`src/rtl/wb_regfile_slave.sv`:
```
// wb_regfile_slave
//   Wishbone B3 slave register file. It holds NREGS registers of dw bits each.
//   It supports byte-lane writes, a programmable number of wait states and a
//   per-register read-only mask. It signals error and retry terminations, and
//   hardware-side load ports can overwrite any register every clock.
//
//   Optional feature: define WB_REGFILE_BURST_EN to enable incrementing bursts
//   (cti=3'b010, bte=2'b00). Without the macro, cti/bte are ignored and every
//   access is a classic single cycle.
//
// Ports
//   wb_clk, wb_rst        clock, synchronous active-high reset
//   wb_adr_i              byte address (reg i lives at i*SELW)
//   wb_dat_i, wb_sel_i    write data and byte-lane enables
//   wb_we_i               1 = write
//   wb_cyc_i, wb_stb_i    bus cycle / strobe
//   wb_cti_i, wb_bte_i    cycle type / burst type (burst build only)
//   wb_dat_o              read data, held until the next acked read
//   wb_ack_o/err_o/rty_o  one-cycle terminations (exactly one per access)
//   hw_load_i, hw_dat_i   per-register hardware load strobe and flattened data
//   reg_q_o               flattened register contents, reg i = [i*dw +: dw]
module wb_regfile_slave #(
  parameter int               dw          = 32,
  parameter int               aw          = 32,
  parameter int               NREGS       = 8,
  parameter int               WAIT_STATES = 0,
  parameter logic [NREGS-1:0] RO_MASK     = '0
) (
  input  logic                wb_clk,
  input  logic                wb_rst,
  input  logic [aw-1:0]       wb_adr_i,
  input  logic [dw-1:0]       wb_dat_i,
  input  logic [dw/8-1:0]     wb_sel_i,
  input  logic                wb_we_i,
  input  logic                wb_cyc_i,
  input  logic                wb_stb_i,
  input  logic [2:0]          wb_cti_i,
  input  logic [1:0]          wb_bte_i,
  output logic [dw-1:0]       wb_dat_o,
  output logic                wb_ack_o,
  output logic                wb_err_o,
  output logic                wb_rty_o,
  input  logic [NREGS-1:0]    hw_load_i,
  input  logic [NREGS*dw-1:0] hw_dat_i,
  output logic [NREGS*dw-1:0] reg_q_o
);

  localparam int SELW = dw / 8;
  localparam int AB   = $clog2(SELW);
  localparam int IW   = $clog2(NREGS);
  localparam int SPAN = NREGS * SELW;

  typedef enum logic [1:0] {
    S_IDLE  = 2'd0,
    S_WAIT  = 2'd1,
    S_RESP  = 2'd2,
    S_BURST = 2'd3
  } state_t;

  state_t            state, state_nxt;
  logic [3:0]        wcnt;
  logic [dw-1:0]     regs [NREGS];

  logic              req;
  logic [IW-1:0]     in_idx;
  logic              in_err;

  logic [IW-1:0]     idx_p0;
  logic              we_p0;
  logic              err_p0;
  logic [SELW-1:0]   sel_p0;
  logic [dw-1:0]     dat_p0;

  logic              rsp_valid;
  logic              rsp_we;
  logic              rsp_err;
  logic [IW-1:0]     rsp_idx;
  logic [SELW-1:0]   rsp_sel;
  logic [dw-1:0]     rsp_dat;
  logic              rsp_rty;
  logic              bus_ack;
  logic              bus_wr;

  logic              to_resp;
  logic [IW-1:0]     ent_idx;
  logic              ent_we;
  logic              ent_err;

  assign req = wb_cyc_i & wb_stb_i;

  // Decode of the request presented in IDLE. Misalignment and range are
  // checked on the full address, so aliases above the register span error out.
  assign in_idx = wb_adr_i[AB +: IW];

`ifdef WB_REGFILE_BURST_EN
  logic [2:0]    cti_p0;
  logic [1:0]    bte_p0;
  logic [IW-1:0] burst_idx;

  assign in_err = ((wb_adr_i & aw'(SELW - 1)) != '0)
                | (wb_adr_i >= aw'(SPAN))
                | ((wb_cti_i == 3'b010) && (wb_bte_i != 2'b00))
                | (wb_we_i & RO_MASK[in_idx]);
`else
  logic unused_cti_bte;

  assign unused_cti_bte = ^{wb_cti_i, wb_bte_i};
  assign in_err = ((wb_adr_i & aw'(SELW - 1)) != '0)
                | (wb_adr_i >= aw'(SPAN))
                | (wb_we_i & RO_MASK[in_idx]);
`endif

  // State register
  always_ff @(posedge wb_clk) begin
    if (wb_rst) begin
      state <= S_IDLE;
      wcnt  <= '0;
    end else begin
      state <= state_nxt;
      wcnt  <= (state == S_WAIT) ? wcnt + 4'd1 : 4'd0;
    end
  end

  // Next-state logic
  always_comb begin
    state_nxt = state;
    case (state)
      S_IDLE: begin
        if (req) state_nxt = (WAIT_STATES == 0) ? S_RESP : S_WAIT;
      end
      S_WAIT: begin
        if (!wb_cyc_i)                           state_nxt = S_IDLE;
        else if (wcnt == 4'(WAIT_STATES - 1))    state_nxt = S_RESP;
      end
      S_RESP: begin
        state_nxt = S_IDLE;
`ifdef WB_REGFILE_BURST_EN
        if (bus_ack && (cti_p0 == 3'b010) && (bte_p0 == 2'b00)) state_nxt = S_BURST;
`endif
      end
      S_BURST: begin
`ifdef WB_REGFILE_BURST_EN
        // stb low with cyc high keeps the burst open; any non-ack or a
        // non-incrementing cti on an acked beat closes it.
        if (!wb_cyc_i)                                state_nxt = S_IDLE;
        else if (rsp_valid && (!bus_ack || (wb_cti_i != 3'b010))) state_nxt = S_IDLE;
`else
        state_nxt = S_IDLE;
`endif
      end
      default: state_nxt = S_IDLE;
    endcase
  end

  // p0: request capture at IDLE sampling
  always_ff @(posedge wb_clk) begin
    if (state == S_IDLE && req) begin
      idx_p0 <= in_idx;
      we_p0  <= wb_we_i;
      err_p0 <= in_err;
      sel_p0 <= wb_sel_i;
      dat_p0 <= wb_dat_i;
`ifdef WB_REGFILE_BURST_EN
      cti_p0 <= wb_cti_i;
      bte_p0 <= wb_bte_i;
`endif
    end
  end

  // Response selection: RESP uses the captured request, BURST uses the live
  // bus with the internally tracked beat address.
  always_comb begin
    rsp_valid = 1'b0;
    rsp_we    = we_p0;
    rsp_err   = err_p0;
    rsp_idx   = idx_p0;
    rsp_sel   = sel_p0;
    rsp_dat   = dat_p0;
    if (state == S_RESP) begin
      rsp_valid = 1'b1;
    end
`ifdef WB_REGFILE_BURST_EN
    else if (state == S_BURST) begin
      rsp_valid = req;
      rsp_we    = wb_we_i;
      rsp_err   = wb_we_i & RO_MASK[burst_idx];
      rsp_idx   = burst_idx;
      rsp_sel   = wb_sel_i;
      rsp_dat   = wb_dat_i;
    end
`endif
  end

  // Retry depends on the hw strobe at the commit edge itself, so it has to be
  // combinational from hw_load_i during the response cycle.
  assign rsp_rty  = rsp_valid & ~rsp_err & rsp_we & hw_load_i[rsp_idx];
  assign bus_ack  = rsp_valid & ~rsp_err & ~rsp_rty;
  assign bus_wr   = bus_ack & rsp_we;

  assign wb_ack_o = bus_ack;
  assign wb_err_o = rsp_valid & rsp_err;
  assign wb_rty_o = rsp_rty;

  // Read data is fetched on the edge that enters RESP; the source request is
  // live in IDLE (zero wait states) or the captured copy out of WAIT.
  assign to_resp = (state_nxt == S_RESP);
  assign ent_idx = (state == S_IDLE) ? in_idx  : idx_p0;
  assign ent_we  = (state == S_IDLE) ? wb_we_i : we_p0;
  assign ent_err = (state == S_IDLE) ? in_err  : err_p0;

`ifdef WB_REGFILE_BURST_EN
  // Beat address advances by one register per acked beat, wrapping naturally
  // in IW bits. Read beats prefetch the next register so data is ready
  // the cycle the next beat is acked.
  always_ff @(posedge wb_clk) begin
    if (bus_ack && state_nxt == S_BURST) burst_idx <= rsp_idx + IW'(1);
  end

  always_ff @(posedge wb_clk) begin
    if (wb_rst)
      wb_dat_o <= '0;
    else if (to_resp && !ent_we && !ent_err)
      wb_dat_o <= regs[ent_idx];
    else if (bus_ack && !rsp_we && state_nxt == S_BURST)
      wb_dat_o <= regs[rsp_idx + IW'(1)];
  end
`else
  always_ff @(posedge wb_clk) begin
    if (wb_rst)
      wb_dat_o <= '0;
    else if (to_resp && !ent_we && !ent_err)
      wb_dat_o <= regs[ent_idx];
  end
`endif

  // Register array: reset, then hardware load, then bus byte-lane write
  always_ff @(posedge wb_clk) begin
    for (int i = 0; i < NREGS; i++) begin
      if (wb_rst) begin
        regs[i] <= '0;
      end else if (hw_load_i[i]) begin
        regs[i] <= hw_dat_i[i*dw +: dw];
      end else if (bus_wr && rsp_idx == IW'(i)) begin
        for (int j = 0; j < SELW; j++) begin
          if (rsp_sel[j]) regs[i][j*8 +: 8] <= rsp_dat[j*8 +: 8];
        end
      end
    end
  end

  genvar g;
  generate
    for (g = 0; g < NREGS; g++) begin : g_q
      assign reg_q_o[g*dw +: dw] = regs[g];
    end
  endgenerate

endmodule

```
`config.mk`:
```
export PLATFORM = sky130hd
export DESIGN_NAME = wb_regfile_slave
export DESIGN_NICKNAME = d
export VERILOG_FILES = /design/src/rtl/wb_regfile_slave.sv
export SDC_FILE = /design/constraint.sdc
export NUM_CORES = 1
export LEC_CHECK = 0
export ABC_AREA = 1
export CAP_MARGIN = 20
export CORE_MARGIN = 10
export CORE_UTILIZATION = 25
export CTS_CLUSTER_SIZE = 40
export DETAILED_ROUTE_END_ITERATION = 12
export SLEW_MARGIN = 5
export SYNTH_ARGS = -nofsm -noshare
export SYNTH_HDL_FRONTEND = slang
export SYNTH_SLANG_ARGS = --single-unit
```
`constraint.sdc`:
```
create_clock -name wb_clk -period 9.35 [get_ports wb_clk]
set_input_delay 1.4025 -clock wb_clk [delete_from_list [all_inputs] [get_ports wb_clk]]
set_output_delay 1.4025 -clock wb_clk [all_outputs]
set_load 0.005 [all_outputs]
```
## After elaboration in Yosys (flattened, before gate mapping)

Memory sizes are Yosys's and may differ from the RTL's. A register that Yosys moved wholly into a read port is not among the register bits.
Index checks and enable logic that the tools add are counted.

- Mux-type cells: 209
- Add/sub/neg operators: 1
- Equality and inequality tests: 12
- Order comparisons: 3
- Bitwise operators: 53
- Reductions and logical operators: 18

Operators by type and width:

| cell | number |
|---|---|
| 32-bit two-way mux | 8 |
| 8-bit two-way mux | 32 |
| 1-bit two-way mux | 163 |
| 1-bit bitwise OR | 42 |
| 32-bit by 6-bit greater-or-equal comparator with 1-bit output, second input constant | 1 |
| 32-bit nonzero test | 1 |
| 3-bit equality test, second input constant | 4 |
| 1-bit logical AND | 11 |
| 1-bit AND | 8 |
| 3-bit by 4-bit less-than comparator with 1-bit output, second input constant | 2 |
| 2-bit equality test, second input constant | 3 |
| 3-bit by 2-bit equality test with 1-bit output, second input constant | 2 |
| 2-bit two-way mux | 3 |
| 2-bit case mux with 3 select lines | 1 |
| 4-bit by 1-bit adder with 4-bit output, second input constant | 1 |
| 4-bit equality test, second input constant | 1 |
| 2-bit OR reduction | 2 |
| 1-bit binary-select mux with 3-bit select | 1 |
| 3-bit by 1-bit equality test with 1-bit output, second input constant | 1 |
| 3-bit logical NOT | 1 |
| 3-bit two-way mux | 1 |
| 1-bit inverter | 3 |
| 2-bit by 1-bit equality test with 1-bit output, second input constant | 1 |
| 1-bit logical NOT | 2 |
| 2-bit logical NOT | 1 |

- Flip-flop bits (word level): 47
- Memory bits (writable): 256
- Output and inout bits: 291
- Input bits: 342
- Memory bits (read-only): 8
- Memories: 2

Memory list:

| name | depth | width | read ports | clocked after memory_dff | write ports | line | source |
|---|---|---|---|---|---|---|---|
| regs | 8 | 32 | 9 | 1 | 8 | 62 | `logic [dw-1:0] regs [NREGS];` |
| (no name shown) | 8 | 1 | 1 | 0 | 0 | 110 | `\| (wb_we_i & RO_MASK[in_idx]);` |

## Depth between registers and ports, before layout

- Depth in word-level cells: 14
- Mapped depth: 12

## Least setup slack after synthesis

No wires, ideal clock.

- Kind: input -> register
- Start: input port wb_stb_i
- End: register wb_dat_o[10], read port of regs
- Stages: 8
- Buffers on the path: 1
- Setup time: 0.113 ns
- Slack: 5.120 ns
- Data arrival time: 4.116 ns
- Cells stage by stage: nand2_1 nor2_1 nor2_1 nor2_1 nand3_2 buf_1 nor2_1 nor2_1

- Cells in the longest elaborated chain, start to end: 6

Ends and longest elaborated chain:

| element | line | source |
|---|---|---|
| start, declared | 36 | `input logic wb_stb_i,` |
| 1-bit AND | 89 | `assign req = wb_cyc_i & wb_stb_i;` |
| 2-bit two-way mux | 129 | `if (req) state_nxt = (WAIT_STATES == 0) ? S_RESP : S_WAIT;` |
| 2-bit case mux with 3 select lines | 127 | `case (state)` |
| 2-bit equality test | 206 | `assign to_resp = (state_nxt == S_RESP);` |
| 1-bit logical AND (2 in series) | 231 | `else if (to_resp && !ent_we && !ent_err)` |
| end, declared | 39 | `output logic [dw-1:0] wb_dat_o,` |

No other way between the ends.
A chain may end at the register's enable or synchronous reset.

## Final worst setup path

- Start: input port hw_load_i[4]
- End: output port wb_ack_o

- Cells in the longest elaborated chain, start to end: 5

Ends and longest elaborated chain:

| element | line | source |
|---|---|---|
| start, declared | 43 | `input logic [NREGS-1:0] hw_load_i,` |
| 1-bit binary-select mux with 3-bit select | 196 | `assign rsp_rty = rsp_valid & ~rsp_err & rsp_we & hw_load_i[rsp_idx];` |
| 1-bit two-way mux (not written as such) | 196 |  |
| 1-bit AND | 196 |  |
| 1-bit inverter | 197 | `assign bus_ack = rsp_valid & ~rsp_err & ~rsp_rty;` |
| 1-bit AND | 197 |  |
| end, declared | 40 | `output logic wb_ack_o,` |

No other way between the ends. The select of a mux whose other input is x is not followed.

==> results.rst <==
.. list-table::
   :header-rows: 1

   * - Metric
     - Value
   * - Top Family by Delay on Critical Path
     - buffers and inverters
   * - Leak Pwr
     - approximately 11 nW
   * - Proportion of synthesized area in mux cells
     - 0
   * - Horizontal die dimension
     - between 200 and 300 um
   * - Cell type of the slowest stage on the worst timing path
     - sky130_fd_sc_hd__clkdlybuf4s50_1
   * - Cts bufs inserted
     - 43
   * - Number of levels in the clock H-tree
     - 2
   * - Core footprint
     - 70000 um^2
   * - Run status
     - finished clean
   * - Slew Limit Headroom
     - 0.225
   * - Worst skew pair latency
     - 0.59 ns
   * - Most frequent CP cell
     - sky130_fd_sc_hd__nand2_1
   * - Site Rows
     - 97
   * - Post CTS Setup Buffer Count
     - 0
   * - Hold Buf Count CTS
     - 0
   * - Clock Sink Count
     - 335
   * - Total iterations of the first detailed-routing run
     - 5
   * - Non-filler cells, final
     - 3660
   * - Placed cell count
     - ~3600
   * - Signal arrival time at the worst endpoint
     - about 3.7 ns
   * - Final net count
     - just over 3000
   * - Flip-flop and latch count after synthesis
     - between 300 and 400
   * - Nature of the critical path endpoint
     - output port
   * - Number of primary I/O pins
     - 633
   * - Min-Delay Path Class
     - reg2reg
   * - Global-route wire length before repair
     - 135000 um
   * - Max-cap check violation count
     - 0
   * - CTS tree
     - done
   * - Critical Path Max Stage Delay
     - ~0.47 ns
   * - Post-route DRC violation count
     - 0
   * - Post-Syn Area
     - ~18000 um^2
   * - Via count of the routed design
     - ~18000
   * - FFs w/ async S/R, synth
     - 0
   * - Count of yosys warnings during synthesis
     - 0
   * - Starting utilization of the core area
     - 0.252
   * - Total placed instance area
     - 24700 um^2
   * - Data required, critical path
     - approximately 8.0 ns
   * - Sequence of cells on the critical path
     - clkdlybuf4s50_1 > buf_4 > nand2_1 > nand2_1 > nand2_1 > nand2_1 > inv_2 > nand2_1 > nand3_1 > nand4_1 > inv_1 > clkdlybuf4s50_1
   * - Area of the die
     - 81800 um^2
   * - Synth-to-layout area growth
     - 48.1%
   * - Number of nets with antenna violations after routing
     - 0
   * - Unrepaired setup endpoints after global routing
     - no
   * - Tcrit/Tclk final
     - 0.545
   * - Fin util
     - 0.374
   * - Top cell type's share of synthesized area
     - 0.504
   * - Setup clock skew after layout
     - approximately 0.021 ns
   * - Total routing usage reported by global routing
     - 0.230
   * - Post-DR wirelength/cell
     - 27.0 um
   * - Slew at the pin with the worst max-slew slack
     - between 1 and 1.5 ns
   * - Total wire length after detailed routing
     - just under 100000 um
   * - DR iter-0 viols
     - roughly 1800
   * - EDFF count, synth
     - 297
   * - Avg Cell Area, Syn
     - between 8 and 9 um^2
   * - Biggest area consumer among synthesized cells
     - sky130_fd_sc_hd__edfxtp_1
   * - Startpoint-to-endpoint class of the critical path
     - in2out
   * - Via-per-instance ratio
     - ~5.0
   * - Largest family of logic cells by synthesized area
     - simple AND/OR/NAND/NOR gates
   * - Clock slew seen by the registers of the worst setup and hold paths
     - 0.06 ns
   * - Power density cells
     - between 150 and 200 nW/um^2
   * - Setup Slack @ Placement
     - 4.26 ns
   * - Leading cell type by number of instances after synthesis
     - sky130_fd_sc_hd__nand2_1
   * - Area share of fa/ha/maj cells after synthesis
     - 0.000708
   * - Compound-gate portion of the synthesized area
     - 0.00757
   * - DP Wirelength
     - about 70000 um
   * - Post-layout worst setup margin
     - approximately 4.3 ns
   * - Worst-case vdd ir drop
     - around 0.00013 V
   * - Overall overflow remaining after global route
     - 0
   * - Via count of the first global-routing pass
     - between 15000 and 20000
   * - Portion of the post-synthesis area used by sequential elements
     - 0.547
   * - Gp weighted congestion
     - roughly 0.9
   * - Area share of xor/xnor cells in the synthesized design
     - 0
   * - Buffer cell driving the clock tree root
     - sky130_fd_sc_hd__clkbuf_16
   * - Most numerous cell types in the synthesized netlist
     - 924 x sky130_fd_sc_hd__nand2_1, 340 x sky130_fd_sc_hd__nand3_1, 297 x sky130_fd_sc_hd__edfxtp_1, 130 x sky130_fd_sc_hd__nand4_1, 109 x sky130_fd_sc_hd__nor2_1
   * - Startpoint type of the worst setup path
     - input port
   * - Dominant cells by area after synthesis
     - sky130_fd_sc_hd__edfxtp_1 50%, sky130_fd_sc_hd__nand2_1 20%, sky130_fd_sc_hd__nand3_1 9.6%
   * - Maximum fanout count along the critical path
     - 34
   * - Final hold slack
     - ~0.45 ns
   * - Total power consumption of the routed design
     - 4.17 mW
   * - Final non-filler cell area
     - between 20000 and 30000 um^2
   * - Maximum number of pins on one net before global-route repair
     - around 110
   * - Synthesized Nets
     - 2477
   * - Final count of hold timing violations
     - 0
   * - Post-synthesis cell type count
     - 29
   * - Post-synthesis instance total
     - 2134
   * - Share of layout cells above drive strength 1
     - 0.0590
   * - Antenna violations before repair
     - 23
   * - Simple logic cell fraction of the synthesized area
     - 0.385
   * - Count of port buffers added during placement
     - roughly 630
   * - Height of the die
     - 286 um
   * - Final setup violation count
     - 0
   * - Most common flop cell mapped by yosys
     - sky130_fd_sc_hd__edfxtp_1
   * - Summed negative setup slack over all endpoints
     - 0 ns
   * - Final critical path time including I/O delays and setup
     - ~5.1 ns
   * - Slew Viols, Final
     - 0
   * - Post-CTS resize count
     - 0
   * - Worst-case clock buffer depth
     - 3
   * - Buffer and inverter count on the worst path
     - 5
   * - Maximum operating frequency
     - about 200 MHz
cell families after synthesis:
logic type               Yosys count
AO/OA/AOI/OAI                     24
adder cells (fa/ha/maj)            1
flip-flops                       335
AND/OR/NAND/NOR                 1536
buffers and inverters            238
cell type report:
class	count	area [um^2]
diodes	10	25.0
flip-flops and latches	335	9680
clock inverters	22	193
inverters	64	248
repair buffers	670	6630
clock buffers	58	1180
multi-input cells	1561	7050
fillers	7161	43800
well taps	940	1180
layout by cell type, fill, tap and decap left out, types with 2 or more instances in the layout:
master                            count
sky130_fd_sc_hd__nand2_1            923
sky130_fd_sc_hd__clkdlybuf4s50_1    626
sky130_fd_sc_hd__nand3_1            340
sky130_fd_sc_hd__edfxtp_1           297
sky130_fd_sc_hd__nand4_1            130
sky130_fd_sc_hd__nor2_1             101
sky130_fd_sc_hd__inv_1               57
sky130_fd_sc_hd__clkbuf_16           43
sky130_fd_sc_hd__buf_4               41
sky130_fd_sc_hd__dfxtp_1             38
sky130_fd_sc_hd__nor2_4              26
sky130_fd_sc_hd__o21ai_0             16
sky130_fd_sc_hd__diode_2             10
sky130_fd_sc_hd__clkbuf_1            10
sky130_fd_sc_hd__clkinv_2             7
sky130_fd_sc_hd__inv_2                6
sky130_fd_sc_hd__clkbuf_8             5
sky130_fd_sc_hd__nand4_4              4
sky130_fd_sc_hd__o21ai_1              3
sky130_fd_sc_hd__nor3_4               3
sky130_fd_sc_hd__o21ai_4              3
sky130_fd_sc_hd__inv_6                3
sky130_fd_sc_hd__clkinvlp_4           3
sky130_fd_sc_hd__clkinv_1             3
sky130_fd_sc_hd__clkinv_4             3
sky130_fd_sc_hd__nand3_4              2
sky130_fd_sc_hd__inv_8                2
sky130_fd_sc_hd__nor3_1               2
sky130_fd_sc_hd__bufinv_16            2
final timing paths:
path                startpoint           end  slack, ns  cells after the start
setup / recovery  hw_load_i[4]      wb_ack_o       4.25                     12
hold / removal         wcnt[0]       wcnt[0]       0.45                      1
setup reg to reg     idx_p0[0]  wb_dat_o[16]       5.79                     10
hold reg to reg        wcnt[0]       wcnt[0]       0.45                      1
worst register-to-register path, cell delays in order (launching register included):
cell	delay, ns
sky130_fd_sc_hd__edfxtp_1	0.64
sky130_fd_sc_hd__inv_2	0.17
sky130_fd_sc_hd__o21ai_4	0.16
sky130_fd_sc_hd__buf_4	0.63
sky130_fd_sc_hd__buf_4	0.79
sky130_fd_sc_hd__nand2_1	0.17
sky130_fd_sc_hd__nand3_1	0.14
sky130_fd_sc_hd__nand3_1	0.35
sky130_fd_sc_hd__nand2_1	0.26
sky130_fd_sc_hd__nor2_1	0.06
sky130_fd_sc_hd__nor2_1	0.12
report_power, final:
group	switching [mW]	internal, mW
logic	0.374	0.325
registers	0.0754	1.73
clock network	0.722	0.951
total	1.17	3.00
registers in the layout, summed over array words and instances, names as in the netlist:
register / count
wb_dat_o: 32
err_p0: 1
wcnt: 4
dat_p0: 32
rsp_we: 1
state: 2
regs: 256
rsp_sel: 4
idx_p0: 3
layer usage:
layer | vias to the layer above | track usage | routed length [um] | part of all wire
met5 | - | 0 | 137 | 0.0014
met4 | 20 | 0.0641 | 2400 | 0.024
met3 | 136 | 0.0793 | 10700 | 0.11
met2 | 989 | 0.369 | 45500 | 0.46
met1 | 8860 | 0.291 | 40200 | 0.41
li1 | 8279 | - | - | -
Note: power is estimated with default switching activity, not from simulation.
